## src/rtl/dmem_arbiter.sv

```systemverilog
// dmem_arbiter: two-port arbiter/sequencer for the single-port data memory, with aging override and 1-cycle response
module dmem_arbiter #(
  parameter int DEPTH   = 512,
  parameter int AGE_MAX = 4
) (
  input  logic        clk,
  input  logic        rst_n,
  input  logic        core_req,
  input  logic        core_we,
  input  logic [31:0] core_addr,
  input  logic [31:0] core_wdata,
  output logic        core_gnt,
  output logic        core_rvalid,
  output logic [31:0] core_rdata,
  output logic        core_err,
  input  logic        aux_req,
  input  logic        aux_we,
  input  logic [31:0] aux_addr,
  input  logic [31:0] aux_wdata,
  output logic        aux_gnt,
  output logic        aux_rvalid,
  output logic [31:0] aux_rdata,
  output logic        aux_err,
  output logic        stall,
  output logic        MemWrite,
  output logic        MemRead,
  output logic [31:0] address,
  output logic [31:0] writeData,
  input  logic [31:0] readData
);
  logic [3:0] wait_cnt;
  logic age_hit, sel_we, any_gnt, oor, in_rng;
  logic [31:0] sel_addr, sel_wdata, rdata_q;
  // grants are masked by rst_n so every output reads 0 while reset is held
  always_comb begin
    age_hit   = aux_req & (wait_cnt >= 4'(AGE_MAX));
    core_gnt  = rst_n & core_req & ~age_hit;
    aux_gnt   = rst_n & aux_req & ~core_gnt;
    stall     = rst_n & core_req & ~core_gnt;
    any_gnt   = core_gnt | aux_gnt;
    sel_addr  = aux_gnt ? aux_addr : core_addr;
    sel_wdata = aux_gnt ? aux_wdata : core_wdata;
    sel_we    = aux_gnt ? aux_we : core_we;
    oor       = sel_addr >= 32'(DEPTH);
    in_rng    = any_gnt & ~oor;
    MemWrite  = in_rng & sel_we;
    MemRead   = in_rng & ~sel_we;
    address   = in_rng ? sel_addr : '0;
    writeData = in_rng ? sel_wdata : '0;
  end
  always_ff @(posedge clk or negedge rst_n) begin
    if (!rst_n) begin
      wait_cnt    <= '0;
      core_rvalid <= 1'b0;
      aux_rvalid  <= 1'b0;
      core_err    <= 1'b0;
      aux_err     <= 1'b0;
      rdata_q     <= '0;
    end else begin
      wait_cnt    <= (aux_req & ~aux_gnt) ? wait_cnt + {3'b0, wait_cnt != 4'hf} : '0;
      core_rvalid <= core_gnt;
      aux_rvalid  <= aux_gnt;
      core_err    <= core_gnt & oor;
      aux_err     <= aux_gnt & oor;
      rdata_q     <= MemRead ? readData : '0;
    end
  end
  assign core_rdata = core_rvalid ? rdata_q : '0;
  assign aux_rdata  = aux_rvalid ? rdata_q : '0;
endmodule

```

## config.mk

```make
export PLATFORM = sky130hd
export DESIGN_NAME = dmem_arbiter
export DESIGN_NICKNAME = d
export VERILOG_FILES = /design/src/rtl/dmem_arbiter.sv
export SDC_FILE = /design/constraint.sdc
export NUM_CORES = 1
export LEC_CHECK = 0
export CAP_MARGIN = 20
export CORE_AREA = 4 4 115 117
export CTS_BUF_LIST = sky130_fd_sc_hd__clkbuf_4 sky130_fd_sc_hd__clkbuf_8
export DETAILED_ROUTE_END_ITERATION = 16
export DIE_AREA = 0 0 119 121
export PLACE_DENSITY = 0.72
export SYNTH_ARGS = -nofsm -noshare
export SYNTH_HDL_FRONTEND = slang
export SYNTH_SLANG_ARGS = --single-unit
```

## constraint.sdc

```tcl
create_clock -name clk -period 4.8 [get_ports clk]
set_input_delay 0.96 -clock clk [delete_from_list [all_inputs] [get_ports clk]]
set_output_delay 0.96 -clock clk [all_outputs]
set_load 0.005 [all_outputs]
```

======== After elaboration in Yosys (flattened, before gate mapping) ========
Cells that the tools add are included.
storage, ports and cells
  flip-flop bits (word level) ............. 40
  bits of input ports ..................... 166
  output and inout bits ................... 137
  logic and storage cells ................. 37
cells by class
  add/sub/neg operators ................... 1
  magnitude comparators ................... 2
  equal/unequal tests ..................... 1
  mux-type cells .......................... 9
  bitwise logic cells ..................... 18
operators by type and width
  kind                    count
  $mux W32                7
  $ge A32 B10 Y1 const B  1
  $and A1 B1 Y1           12
  $not A1 Y1              5
  $add A4 B1 Y4           1
  $ge A4 B3 Y1 const B    1
  $mux W4                 1
  $ne A4 B4 Y1 const B    1
  $mux W1                 1
  $or A1 B1 Y1            1

======== Logic depth before layout (Yosys ltp) ========
Gate-level depths: netlist of run 1.
  depth in word-level cells ............... 12
  mapped depth ............................ 6
  mapped depth without buffers ............ 5

======== Worst setup path after synthesis of run 1 ========
No wires, ideal clock.
  kind .................................... input -> output
  from .................................... input core_req
  to ...................................... output writeData[26]
  arrival time ............................ 2,210 ps
  data required time ...................... 3,840 ps
  slack ................................... 1,630 ps
  stages on the path ...................... 5
  buffers on the path ..................... 1
  cell sequence ........................... or3b_1 > nand2_2 > mux2_2 > buf_2 > nor3_1
between the ends
  cells in the longest elaborated chain, start to end .. 9
ends and longest elaborated chain
  element                       RTL line  source
  start, declared               8         input logic core_req,
  $and A1 B1 Y1 * (2 in a row)  37        core_gnt = rst_n & core_req & ~age_hit;
  $not A1 Y1                    38        aux_gnt = rst_n & aux_req & ~core_gnt;
  $and A1 B1 Y1                 38
  $mux W32                      41        sel_addr = aux_gnt ? aux_addr : core_addr;
  $ge A32 B10 Y1                44        oor = sel_addr >= 32'(DEPTH);
  $not A1 Y1                    45        in_rng = any_gnt & ~oor;
  $and A1 B1 Y1                 45
  $mux W32 *                    49        writeData = in_rng ? sel_wdata : '0;
  end, declared                 28        output logic [31:0] writeData,
Every way passes the cells marked *; elsewhere a longest branch is shown, timed or not.

======== Final worst setup path of run 1 ========
  from .................................... input core_req
  to ...................................... output writeData[27]
Same word-level chain as after synthesis.

==> results of run 1 <==
-- state kept, by name, summed over array words and instances, names as in the netlist --
name         count
rdata_q         32
wait_cnt         4
aux_err          1
aux_rvalid       1
core_err         1
core_rvalid      1
-- where the power goes --
group          internal (µW)  switching, µW  total [µW]
clock network            160            117         277
registers                340           7.84         348
logic                    151           77.5         229
total                    652            202         854
-- layout make-up --
class	count	area (µm²)	area share, %
Clock buffer	6	76.3	1.25
Clock inverter	2	35.0	0.572
Inverter	1	3.75	0.0613
Multi-Input combinational cell	247	1950	31.8
Sequential cell	40	1000	16.3
Tap cell	172	215	3.51
Timing Repair Buffer	287	2850	46.5
-- layout by cell type, fill, tap and decap left out, drive strengths merged --
cell / count
clkinv: 1
nor3: 44
o22a: 1
mux2i: 41
ha: 2
o21ai: 1
and2: 66
bufinv: 1
nor2: 4
nand4: 4
o211ai: 1
dfrtp: 40
a21oi: 1
or2: 1
nor4: 10
inv: 1
a21o: 1
buf: 9
or3b: 1
mux2: 2
nand2: 4
nor3b: 2
and3: 3
nor4b: 32
xor2: 1
xnor2: 1
clkdlybuf4s50: 278
nand3: 1
conb: 23
clkbuf: 6
-- synth_stat cells (4+ instances only) --
master,n
mux2i_1,41
clkbuf_1,10
buf_2,7
dfrtp_1,40
buf_6,8
nor4b_1,4
and2_1,65
nor4b_2,26
nand4_1,4
nor3_1,34
buf_4,24
nor3_2,10
nor4_1,10
nor2_1,4
-- logic make-up after synthesis --
logic type | count (synthesis)
other | 1
buffers and inverters | 53
multiplexers | 43
flip-flops | 40
AO/OA/AOI/OAI | 5
adder cells (fa/ha/maj) | 2
XOR/XNOR | 2
AND/OR/NAND/NOR | 172
-- stage by stage --
step           std cells  hold WS, ns  worst slack [ns]  total power, µW  area [µm²]
2_1_floorplan        340        0.553              1.63              441        3330
6_report             755        0.470             0.174              854        6130
3_3_place_gp         747        0.590             0.222              581        6020
3_5_place_dp         747        0.622             0.215              585        6020
4_1_cts              755        0.462             0.201              866        6130
5_1_grt              755        0.465            0.0577              890        6130
-- routing by layer --
| layer | vias to the layer above | wire length (µm) | GRT usage [%] | part of all wire, % |
|---|---|---|---|---|
| li1 | 1605 | - | - | - |
| met1 | 1505 | 4440 | 16.5 | 35 |
| met2 | 184 | 6760 | 31.2 | 53 |
| met3 | 23 | 1180 | 6.01 | 9.3 |
| met4 | 6 | 284 | 5.29 | 2.2 |
| met5 | - | 46 | 0 | 0.36 |
-- how the worst max path moves through the flow --
| stage | slack [ns] | cells after the start | endpoint |
|---|---|---|---|
| floorplan | 1.63 | 5 | writeData[26] |
| global placement | 0.22 | 7 | writeData[27] |
| detailed placement | 0.22 | 7 | writeData[27] |
| CTS | 0.20 | 7 | writeData[27] |
| global route | 0.06 | 7 | writeData[27] |
| finish | 0.17 | 7 | writeData[27] |
==> flow_summary.json, run 1 <==
{
  "diodes": 0,
  "place.gp.congestion": 0.917,
  "synth_fa_ha_area_share_pct": 0.771,
  "grt_pass1_vias": 3462,
  "crit_chain": "clkdlybuf4s50_1 -> or3b_1 -> nand2_2 -> mux2_2 -> buf_4 -> nor3_1 -> clkdlybuf4s50_1",
  "dp_hpwl_mm": 10.8,
  "rsz0062_at_grt": "no",
  "drt_iter0_drc": 114,
  "cts_made_buffers": 5,
  "wl_mm": 12.7,
  "synth_top_cell_area_share_pct": 30.8,
  "fin_setup_tns_ns": 0,
  "slowest_stage": "clkdlybuf4s50_1",
  "cts_tree": "yes",
  "vias_per_cell": 4.40,
  "cts_resized": 0,
  "setup_viol": 0,
  "ios": 303,
  "fin_crit_ns": 4.63,
  "async_flop_share_pct": 100,
  "reg2reg_from": "wait_cnt[3]",
  "synth.avg_cell_area_um2": 10.2,
  "dieArea_um2": 14400,
  "synth_edf_count": 0,
  "required_ns": 3.84,
  "row_count": 41,
  "start_kind": "primary input",
  "synth.area.mux_share_pct": 13.5,
  "clkTransAtPathRegs_ns": 0.08,
  "detail_route.wl_per_cell_um": 16.8,
  "synth_flop_cell": "dfrtp_1",
  "synth_top_family_by_area": "simple AND/OR/NAND/NOR gates",
  "critPathLaunch": "core_req",
  "hold_viol_final": 0,
  "grt_pass1_wl_mm": 18.5,
  "vdd_ir_drop_max_mv": 0.0916,
  "final_antenna_net_count": 0,
  "powerDensity_nw_per_um2": 139,
  "synth_warnings": 0,
  "status": "finished, final reports clean",
  "finalCritPeriodShare_pct": 96.4,
  "cp_max_fo": 41,
  "grt_overflow": 0,
  "synth.distinct_cells": 37,
  "r2r-end": "rdata_q[1]",
  "cts_root_buf": "clkbuf_8",
  "syn_inst": 318,
  "drive_gt1_share_pct": 10.8,
  "timing_worst_setup_path_type": "primary input to output port",
  "p_leak_uw": 0.00249,
  "slew_violations": 0,
  "synth_area_um2": 3250,
  "synth.largest_area_cell": "dfrtp_1",
  "grt_max_degree": 42,
  "synth-simple-area-share_pct": 41.2,
  "antenna_found_initial": 3,
  "syn_to_final_growth_pct": 88.8,
  "grt_use_total_pct": 16.4,
  "synth_xor_area_share_pct": 0.540,
  "synth_seq_cells": 40,
  "skew_ns": 0.00914,
  "synth_compound_area_share_pct": 1.04,
  "clkLatencyLatePin_ns": 0.30,
  "clkSinkCount": 40,
  "cts-hold-fix-buffers": 0,
  "nFillCells": 1152,
  "fin_util_pct": 49.6,
  "max_stage_delay_ns": 0.58,
  "cp_common_cell": "clkdlybuf4s50_1",
  "cts_buffer_depth": 2,
  "yosysSeqAreaShare_pct": 30.8,
  "final_nets": 750,
  "fmax_mhz": 216,
  "portBuffers": 279,
  "cts_setup_buffers": 0,
  "die_h_um": 121,
  "critical_path_arrival_ns": 3.67,
  "rr_worst_depth": 6,
  "die_x_um": 119,
  "drc": 0,
  "vias": 3323,
  "critPathBufInv": 3,
  "regToRegSetupSlack_ns": 2.46,
  "core_um2": 12400,
  "min_path_type": "primary input to asynchronous set/reset pin",
  "worst_pin_slew_ns": 0.754,
  "cts.htree.levels": 2,
  "firstDrtPassIters": 4,
  "slew_headroom_pct": 49.7,
  "drv_cap": 0,
  "start_util_pct": 26.3,
  "synth_area_leaders": "dfrtp_1 (31%), mux2i_1 (13%), and2_1 (13%), nor4b_2 (12%), buf_4 (5.6%)",
  "end_kind": "output port",
  "crit_family": "buffers and inverters"
}
No activity file was read; power rests on OpenSTA's default activity.
==> inputs of run 2 (changes only) <==
--- a/config.mk
+++ b/config.mk
@@ -6,11 +6,15 @@
 export NUM_CORES = 1
 export LEC_CHECK = 0
 export CAP_MARGIN = 20
-export CORE_AREA = 4 4 115 117
+export CELL_PAD_IN_SITES_DETAIL_PLACEMENT = 1
+export CELL_PAD_IN_SITES_GLOBAL_PLACEMENT = 2
+export CORE_MARGIN = 4
+export CORE_UTILIZATION = 17
 export CTS_BUF_LIST = sky130_fd_sc_hd__clkbuf_4 sky130_fd_sc_hd__clkbuf_8
+export CTS_CLUSTER_SIZE = 8
 export DETAILED_ROUTE_END_ITERATION = 16
-export DIE_AREA = 0 0 119 121
-export PLACE_DENSITY = 0.72
+export GPL_ROUTABILITY_DRIVEN = 0
+export PLACE_DENSITY_LB_ADDON = 0.1
 export SYNTH_ARGS = -nofsm -noshare
 export SYNTH_HDL_FRONTEND = slang
 export SYNTH_SLANG_ARGS = --single-unit
==> flow_summary.json, run 2 (synthesis results as in run 1) <==
{
  "vias": 3355,
  "largestRegisters": "rdata_q: 32 flops, wait_cnt: 4 flops",
  "cts_root_buf": "clkbuf_8",
  "start_kind": "primary input",
  "skew_ns": 0.00362,
  "drc": 0,
  "fin_setup_tns_ns": 0,
  "final_antenna_net_count": 0,
  "crit_chain": "clkdlybuf4s50_1 -> nor4_1 -> nand4_1 -> mux2_2 -> buf_4 -> nor3_1 -> clkdlybuf4s50_1",
  "cts_setup_buffers": 0,
  "core_um2": 18800,
  "cp_max_fo": 23,
  "drive_gt1_share_pct": 11.3,
  "largest_register_ffs": 32,
  "cp_common_cell": "clkdlybuf4s50_1",
  "finalCritPeriodShare_pct": 93.6,
  "slew_headroom_pct": 42.1,
  "detail_route.wl_per_cell_um": 18.0,
  "final_nets": 753,
  "min_path_type": "flop to flop",
  "grt_overflow": 0,
  "fin_area_um2": 6210,
  "die_x_um": 146,
  "diodes": 0,
  "regToRegSetupSlack_ns": 2.59,
  "nFillCells": 2159,
  "cts_buffer_depth": 2,
  "cts.htree.levels": 2,
  "grt_use_total_pct": 13.3,
  "vias_per_cell": 4.09,
  "critical_path_arrival_ns": 3.53,
  "crit_end": "writeData[8]",
  "portBuffers": 279,
  "largest_register": "rdata_q",
  "syn_to_final_growth_pct": 91.3,
  "drv_cap": 0,
  "drt_iter0_drc": 40,
  "p_leak_uw": 0.00250,
  "status": "finished, final reports clean",
  "required_ns": 3.84,
  "grt_pass1_wl_mm": 22.5,
  "antenna_found_initial": 1,
  "fin_crit_ns": 4.49,
  "hold_viol_final": 0,
  "fmax_mhz": 223,
  "slew_violations": 0,
  "ios": 303,
  "dieArea_um2": 21400,
  "critPathLaunch": "core_addr[11]",
  "setup_viol": 0,
  "post_dp_cell_area_um2": 6120,
  "cts-hold-fix-buffers": 0,
  "worst-path-stages": 7,
  "grt_max_degree": 43,
  "timing_worst_setup_path_type": "primary input to output port",
  "max_stage_delay_ns": 0.61,
  "die_h_um": 146,
  "crit_family": "buffers and inverters",
  "power_uw": 813,
  "wl_mm": 14.8,
  "rr_worst_depth": 6,
  "cts_resized": 0,
  "r2r-end": "rdata_q[2]",
  "layout_commonest_cell": "clkdlybuf4s50_1",
  "firstDrtPassIters": 3,
  "clkTransAtPathRegs_ns": 0.08,
  "rsz0062_at_grt": "no",
  "powerDensity_nw_per_um2": 131,
  "slowest_stage": "clkdlybuf4s50_1",
  "clkSinkCount": 40,
  "reg2reg_from": "wait_cnt[2]",
  "vdd_ir_drop_max_mv": 0.0745,
  "start_util_pct": 17.3,
  "layout_common_cells": "clkdlybuf4s50_1 (278), and2_1 (65), mux2i_1 (41)",
  "clkLatencyLatePin_ns": 0.29,
  "grt_pass1_vias": 3804,
  "end_kind": "output port",
  "cts_tree": "yes",
  "row_count": 50,
  "cts_made_buffers": 5,
  "worst_pin_slew_ns": 0.869,
  "dp_hpwl_mm": 12.4,
  "critPathBufInv": 3
}
-- run 2: cell count changes in the layout (fill, tap and decap cells not counted) --
| cell | delta |
|---|---|
| buf_4 | +3 |
| bufinv_16 | -1 |
| clkbuf_4 | -1 |
| clkbuf_8 | +1 |
| clkinv_2 | +1 |
-- run 2: cell type report --
class                      count  area [µm²]  area share (%)
multi-input combinational    247        1950            31.4
inverter                       1        3.75          0.0605
tap                          234         293            4.72
timing repair buffer         290        2870            46.2
clock inverter                 2        10.0           0.161
clock buffer                   6        82.6            1.33
sequential                    40        1000            16.1
-- run 2: worst min path at each step --
stage	start	to	slack, ns	cells after the start
after floorplan	wait_cnt[3]	wait_cnt[3]	0.55	2
after global placement	wait_cnt[3]	wait_cnt[3]	0.62	2
after detailed placement	wait_cnt[3]	wait_cnt[3]	0.60	2
after CTS	wait_cnt[3]	wait_cnt[3]	0.63	2
after global routing	wait_cnt[3]	wait_cnt[3]	0.67	2
final	wait_cnt[3]	wait_cnt[3]	0.62	2
-- run 2: metal layers --
| layer | track usage (%) | share of wire [%] |
|---|---|---|
| met1 | 13.2 | 35 |
| met2 | 25.1 | 53 |
| met3 | 6.73 | 12 |
| met4 | 2.40 | 0.98 |
| met5 | 0 | 0.12 |
-- run 2: power breakdown --
part	leakage (µW)	switching, µW	internal (µW)
sequential	0.000554	8.59	340
combinational	0.00189	75.4	152
clock	0.0000510	121	115
total	0.00250	205	607
-- run 2: worst register-to-register path, cell delays in order (launching register included) --
cell	delay, ns
dfrtp_1	0.45
or3b_1	0.41
nand2_2	0.11
buf_4	0.15
mux2_4	0.40
buf_4	0.29
nor4b_1	0.32
-- run 2: metrics by stage --
stage / setup WS, ns / hold slack, ns / util [%] / cells
finish: 0.309 / 0.615 / 33.1 / 820
global route: 0.164 / 0.666 / 33.1 / 820
CTS: 0.257 / 0.629 / 33.1 / 820
detailed placement: 0.277 / 0.603 / 32.6 / 812
global placement: 0.265 / 0.618 / 32.6 / 812
floorplan: 1.63 / 0.553 / - / 340
